File: src/rtl/alu_pkg.sv
// Shared ALU definitions: add/sub FSM states
// and opcode encodings for the serial datapath.
package alu_pkg;

  typedef enum logic [1:0] {
    IDLE = 2'd0,
    RUN  = 2'd1,
    DONE = 2'd2
  } addsub_state_t;

  localparam logic OP_ADD = 1'b0;
  localparam logic OP_SUB = 1'b1;

endpackage

File: src/rtl/full_adder_1bit.sv
// Single-bit full adder; the only arithmetic
// cell in the serial add/sub path.
module full_adder_1bit (
  input  logic i_a,
  input  logic i_b,
  input  logic i_cin,
  output logic o_sum,
  output logic o_cout
);

  // Plain sum and majority carry
  always_comb begin
    o_sum  = i_a ^ i_b ^ i_cin;
    o_cout = (i_a & i_b) | (i_cin & (i_a ^ i_b));
  end

endmodule

File: src/rtl/bit_serial_addsub.sv
// Bit-serial add/subtract: one adder pass per clock,
// LSB first, with carry/overflow flags and done pulse.
module bit_serial_addsub
  import alu_pkg::*;
#(
  parameter int WIDTH = 16
) (
  input  logic             clk,
  input  logic             rst,
  input  logic             start,
  input  logic             sub,
  input  logic [WIDTH-1:0] a,
  input  logic [WIDTH-1:0] b,
  output logic             busy,
  output logic             done,
  output logic [WIDTH-1:0] result,
  output logic             cout,
  output logic             ovfl
);

  localparam int CW = (WIDTH > 1) ? $clog2(WIDTH) : 1;
  localparam logic [CW-1:0] LAST = CW'(WIDTH - 1);

  addsub_state_t    r_state;
  logic [WIDTH-1:0] r_a;
  logic [WIDTH-1:0] r_b;
  logic [WIDTH-2:0] r_part;
  logic             r_carry;
  logic [CW-1:0]    r_cnt;
  logic [WIDTH-1:0] r_result;
  logic             r_cout;
  logic             r_ovfl;

  logic w_sum;
  logic w_cout;
  logic w_accept;
  logic w_last;

  full_adder_1bit u_fa (
    .i_a    (r_a[0]),
    .i_b    (r_b[0]),
    .i_cin  (r_carry),
    .o_sum  (w_sum),
    .o_cout (w_cout)
  );

  // Start is honoured in IDLE and DONE only
  always_comb begin
    w_accept = start && (r_state != RUN);
    w_last   = (r_cnt == LAST);
  end

  // State sequencing
  always_ff @(posedge clk or posedge rst) begin
    if (rst) begin
      r_state <= IDLE;
    end else begin
      unique case (r_state)
        IDLE:    r_state <= w_accept ? RUN : IDLE;
        RUN:     r_state <= w_last ? DONE : RUN;
        DONE:    r_state <= w_accept ? RUN : IDLE;
        default: r_state <= IDLE;
      endcase
    end
  end

  // Operand shifters, carry flop, bit counter
  always_ff @(posedge clk or posedge rst) begin
    if (rst) begin
      r_a     <= '0;
      r_b     <= '0;
      r_part  <= '0;
      r_carry <= 1'b0;
      r_cnt   <= '0;
    end else if (w_accept) begin
      r_a     <= a;
      r_b     <= (sub == OP_SUB) ? ~b : b;
      r_part  <= '0;
      r_carry <= sub;
      r_cnt   <= '0;
    end else if (r_state == RUN) begin
      r_a     <= r_a >> 1;
      r_b     <= r_b >> 1;
      r_part  <= (WIDTH-1)'({w_sum, r_part} >> 1);
      r_carry <= w_cout;
      r_cnt   <= r_cnt + CW'(1);
    end
  end

  // Result and flags latch on the MSB pass only
  always_ff @(posedge clk or posedge rst) begin
    if (rst) begin
      r_result <= '0;
      r_cout   <= 1'b0;
      r_ovfl   <= 1'b0;
    end else if (r_state == RUN && w_last) begin
      r_result <= {w_sum, r_part};
      r_cout   <= w_cout;
      r_ovfl   <= r_carry ^ w_cout;
    end
  end

  assign busy   = (r_state == RUN);
  assign done   = (r_state == DONE);
  assign result = r_result;
  assign cout   = r_cout;
  assign ovfl   = r_ovfl;

endmodule

File: config.mk
export PLATFORM = sky130hd
export DESIGN_NAME = bit_serial_addsub
export DESIGN_NICKNAME = d
export VERILOG_FILES = /design/src/rtl/alu_pkg.sv /design/src/rtl/full_adder_1bit.sv /design/src/rtl/bit_serial_addsub.sv
export SDC_FILE = /design/constraint.sdc
export NUM_CORES = 1
export LEC_CHECK = 0
export CAP_MARGIN = 40
export CORE_MARGIN = 4
export CORE_UTILIZATION = 54
export CTS_BUF_LIST = sky130_fd_sc_hd__clkbuf_4 sky130_fd_sc_hd__clkbuf_8
export CTS_CLUSTER_SIZE = 20
export DETAILED_ROUTE_END_ITERATION = 6
export DONT_BUFFER_PORTS = 1
export PLACE_DENSITY = 0.79
export SYNTH_ARGS = -nofsm -noshare
export SYNTH_HDL_FRONTEND = slang
export SYNTH_HIERARCHICAL = 1
export SYNTH_SLANG_ARGS = --single-unit
File: constraint.sdc
create_clock -name clk -period 7.1 [get_ports clk]
set_input_delay 2.13 -clock clk [delete_from_list [all_inputs] [get_ports clk]]
set_output_delay 2.13 -clock clk [all_outputs]
set_load 0.005 [all_outputs]
# After elaboration in Yosys (flattened, before gate mapping)
# Index checks and enable logic that the tools add are counted.
# op_classes
add_sub_neg	1
mul	0
div	0
magnitude_cmp	0
eq_ne	4
shifts	0
n_mux	14
bitwise	7
n_reduce_logical	5
# op_table
op	count
$mux W16	5
$mux W15	2
$not A16 Y16	1
$mux W4	2
$add A4 B1 Y4 const B	1
$eq A4 B4 Y1 const B	1
$pmux W2 S2	1
$mux W1	3
$xor A1 B1 Y1	3
$and A1 B1 Y1	2
$eq A2 B1 Y1 const B	1
$eq A2 B2 Y1 const B	1
$logic_and A1 B1 Y1	2
$logic_not A2 Y1	1
$mux W2	1
$ne A2 B1 Y1 const B	1
$reduce_bool A2 Y1	1
$reduce_or A2 Y1	1
$or A1 B1 Y1	1
# totals
ff_bits	72
latchBits	0
ram_bits	0
rom_bits	0
input_bits	36
elab_cells	40
memories	0

# Logic depth before layout (Yosys ltp)
# logic_depth
ltp_word	5
ltp_mapped	6
mapped_depth_nobuf	4

# Cells and area by module
# The synthesis kept the hierarchy.
# by_module_without_submodules
module	n_inst	cells_per_inst	area_per_inst_um2	seq_area_each_um2
bit_serial_addsub	1	290	3258.1	1801.7
full_adder_1bit	1	1	20.0	0.0

# Least setup slack after synthesis
# No wires, ideal clock.
# synth_path
path_type	flip-flop to output port
from	reg r_state[1]
to	out busy
arrival_time_ns	0.918
required_time_ns	4.970
setup_slack_ns	4.052
stages_incl_launch_ff	4
path_cell_list	dfrtp_1 > nor2b_2 > buf_2 > buf_2
# synth_via
elab_chain_cells	1
# synth_rtl
element	line_no	source
start: declaration	bit_serial_addsub.sv:24	addsub_state_t r_state;
start signal: assignment	bit_serial_addsub.sv:59	IDLE: r_state <= w_accept ? RUN : IDLE;
start signal: assignment	bit_serial_addsub.sv:60	RUN: r_state <= w_last ? DONE : RUN;
start signal: assignment	bit_serial_addsub.sv:61	DONE: r_state <= w_accept ? RUN : IDLE;
$eq A2 B1 Y1	bit_serial_addsub.sv:103	assign busy = (r_state == RUN);
end: declaration	bit_serial_addsub.sv:14	output logic busy,
# No other way between the ends.

# Worst setup path after layout
# layout_path
from	reg r_state[1]
to	out done
# layout_via
elab_chain_cells	1
# layout_rtl
element	line_no	source
$eq A2 B2 Y1	bit_serial_addsub.sv:104	assign done = (r_state == DONE);
end: declaration	bit_serial_addsub.sv:15	output logic done,
# No other way between the ends.

==> flow_summary.yaml <==
status:
  outcome: "completed"
power:
  p_per_area_nw_per_um2: 389.6
  finalPower_mw: 1.376
  irDropWorstVdd_uv: 259.6
  p_leak_nw: 1.630
synth:
  synth_area_leaders: "dfrtp_1 (55%), mux2i_1 (10%), nand2_1 (7.4%)"
  syn_area_per_cell_sq_um: 11.27
  yosysWarnings: 6
  yosysMostFrequentCell: "dfrtp_1"
  synth_area_sq_um: 3278
  synth_edf_count: 0
  yosysTopAreaCell: "dfrtp_1"
  async_flop_share_pct: 100.0
  yosysUniqueCellTypes: 27
  synth_common_cells: "dfrtp_1 (72), nand2_1 (65), o21ai_0 (48)"
  synth_ff_type: "dfrtp_1"
  ys_seq_area_share_pct: 54.96
  synth_top_area_share_pct: 54.96
  ys_ff_latch: 72
  syn_inst: 291
  synth_nets: 329
timing:
  slew-limit-headroom_pct: 45.79
  fmax_mhz: 316.3
  fin_crit_sh_pct: 44.53
  tightestPinTransition_ns: 0.8132
  fin_skew_ns: 0.007883
  finalWorstSetupSlack_ns: 3.938
  maxSlewViolCount: 0
  period_needed_ns: 3.162
  hold_violations: 0
  setup_viol: 0
  rsz0062_at_grt: "false"
  fin_tns_setup_ns: 0
grt:
  globalRouteTotalUtil_pct: 16.79
  grt_pass1_vias: 2018
  grt_max_degree: 104
  antenna_found_initial: 0
  grt_pass1_wl_um: 9549
  grt.overflow.total: 0
critical_path:
  end_kind: "output port"
  cp_top_family: "flip-flops"
  max_stage_delay_ns: 0.44
  worstPathRequired_ns: 4.97
  crit_path_start_kind: "flop"
  cp_num_buf_inv: 0
  crit_arrival_ns: 1.03
  critPathLaunch: "r_state[1]"
  reg2reg_depth: 5
  r2r_slack_ns: 5.22
  cpMaxStageDelayCell: "dfrtp_1"
  timing.rr.end: "result[12]"
  cp-endpoint: "done"
  crit_type: "flop to output port"
  crit_path_max_fanout: 3
  reg2reg_from: "r_cnt[0]"
  path_cells: "nor2b_1"
  cp.depth: 1
route:
  dr.pass1.iters: 4
  drt_iter0_markers: 76
  vias: 1983
  ant_nets: 0
  routedWlPerCell_um: 15.47
  wirelength_um: 5647
  vias_per_cell: 5.433
  drc_errors: 0
cells_and_area:
  final_core_util_pct: 59.64
  finalNetCount: 324
  antenna_cells: 0
  syn_to_final_growth_pct: 7.710
  drive_gt1_share_pct: 15.52
clocking:
  cts-root-buf: "clkbuf_8"
  cts.repair.resized: 0
  hold_buffers: 0
  cts_tree: "built"
  clk_pin_slew_worst_paths_ns: 0.07
  insertion_delay_ns: 0.34
  htreeDepth: 3
  cts_buffers: 9
  clockBufferDepth: 2
  cts_setup_buffers: 0
  cts.sinks: 72
placement:
  port-buffer-count: 0
  pre_cts_slack_ns: 4.150
  gp_congestion: 0.6929
  post-dp-hpwl_um: 3764
flow_run:
  drv_cap: 0
die:
  core_region_area_sq_um: 5921
  dieArea_sq_um: 7381
  num_io_pins: 56
  die_x_um: 85.92
  start_util_pct: 55.37
  fp-row-count: 28
  die_h_um: 85.92
worst_hold_path:
  hp-class: "flop to flop"
-- sequential cells by signal (all words and copies together), names as in the netlist --
signal   cells
r_state      2
cout         1
ovfl         1
r_b         16
result      16
r_cnt        4
r_a         16
r_part      15
r_carry      1
-- cell type report --
type | instances | area [sq um]
tap | 75 | 93.84
sequential | 72 | 1802
clock buffer | 12 | 165.2
multi-input combinational | 197 | 1353
timing repair buffer | 4 | 70.07
fill | 486 | 2390
inverter | 2 | 7.507
clock inverter | 3 | 40.04
-- metrics by stage --
step           cells  hold WS, ns  instance area (sq um)
2_1_floorplan    291       0.4492                   3278
3_3_place_gp     348       0.4587                   3271
3_5_place_dp     350       0.4719                   3326
4_1_cts          365       0.4896                   3531
5_1_grt          365       0.5061                   3531
6_report         365       0.4806                   3531
-- power breakdown --
part	leakage [nW]	switching (mW)	internal [mW]	total, mW
Combinational	0.633	0.173	0.168	0.341
Clock	0.108	0.140	0.188	0.328
Sequential	0.889	0.123	0.584	0.707
-- per-layer routing --
metal,global-route usage (%),part of all wire [%],vias up
met5,0,0,-
met2,26.07,47,59
met1,20.82,43,950
met4,4.892,0.83,0
li1,-,-,968
met3,8.165,8.7,6
-- worst min-delay path by stage --
stage | startpoint | cells after the start | to
5_1_grt | r_a[2] | 2 | r_a[1]
3_3_place_gp | r_b[1] | 2 | r_b[0]
6_report | r_b[14] | 2 | r_b[13]
3_5_place_dp | r_a[1] | 2 | r_a[0]
2_1_floorplan | r_a[1] | 2 | r_a[0]
4_1_cts | r_b[14] | 2 | r_b[13]
-- cell families after synthesis --
group,synth area share (%)
and+or+nand+nor,9.542
adders and majority gates,0.9923
muxes,17.98
buffers and inverters,4.122
AOI/OAI and AO/OA,7.863
DFF,54.96
xor gates and xnor gates,4.542
-- placed cells by master, fill, tap and decap left out, types with 3 or more instances in the layout --
cell type | netlist | layout
nand2_1 | 65 | 65
mux2_2 | 11 | 11
dfrtp_1 | 72 | 72
nor2_1 | 3 | 3
mux2i_1 | 33 | 33
o21ai_0 | 48 | 48
clkbuf_8 | 0 | 12
xor2_1 | 16 | 16
mux2_4 | 9 | 9
Note: power is estimated with default switching activity, not from simulation.
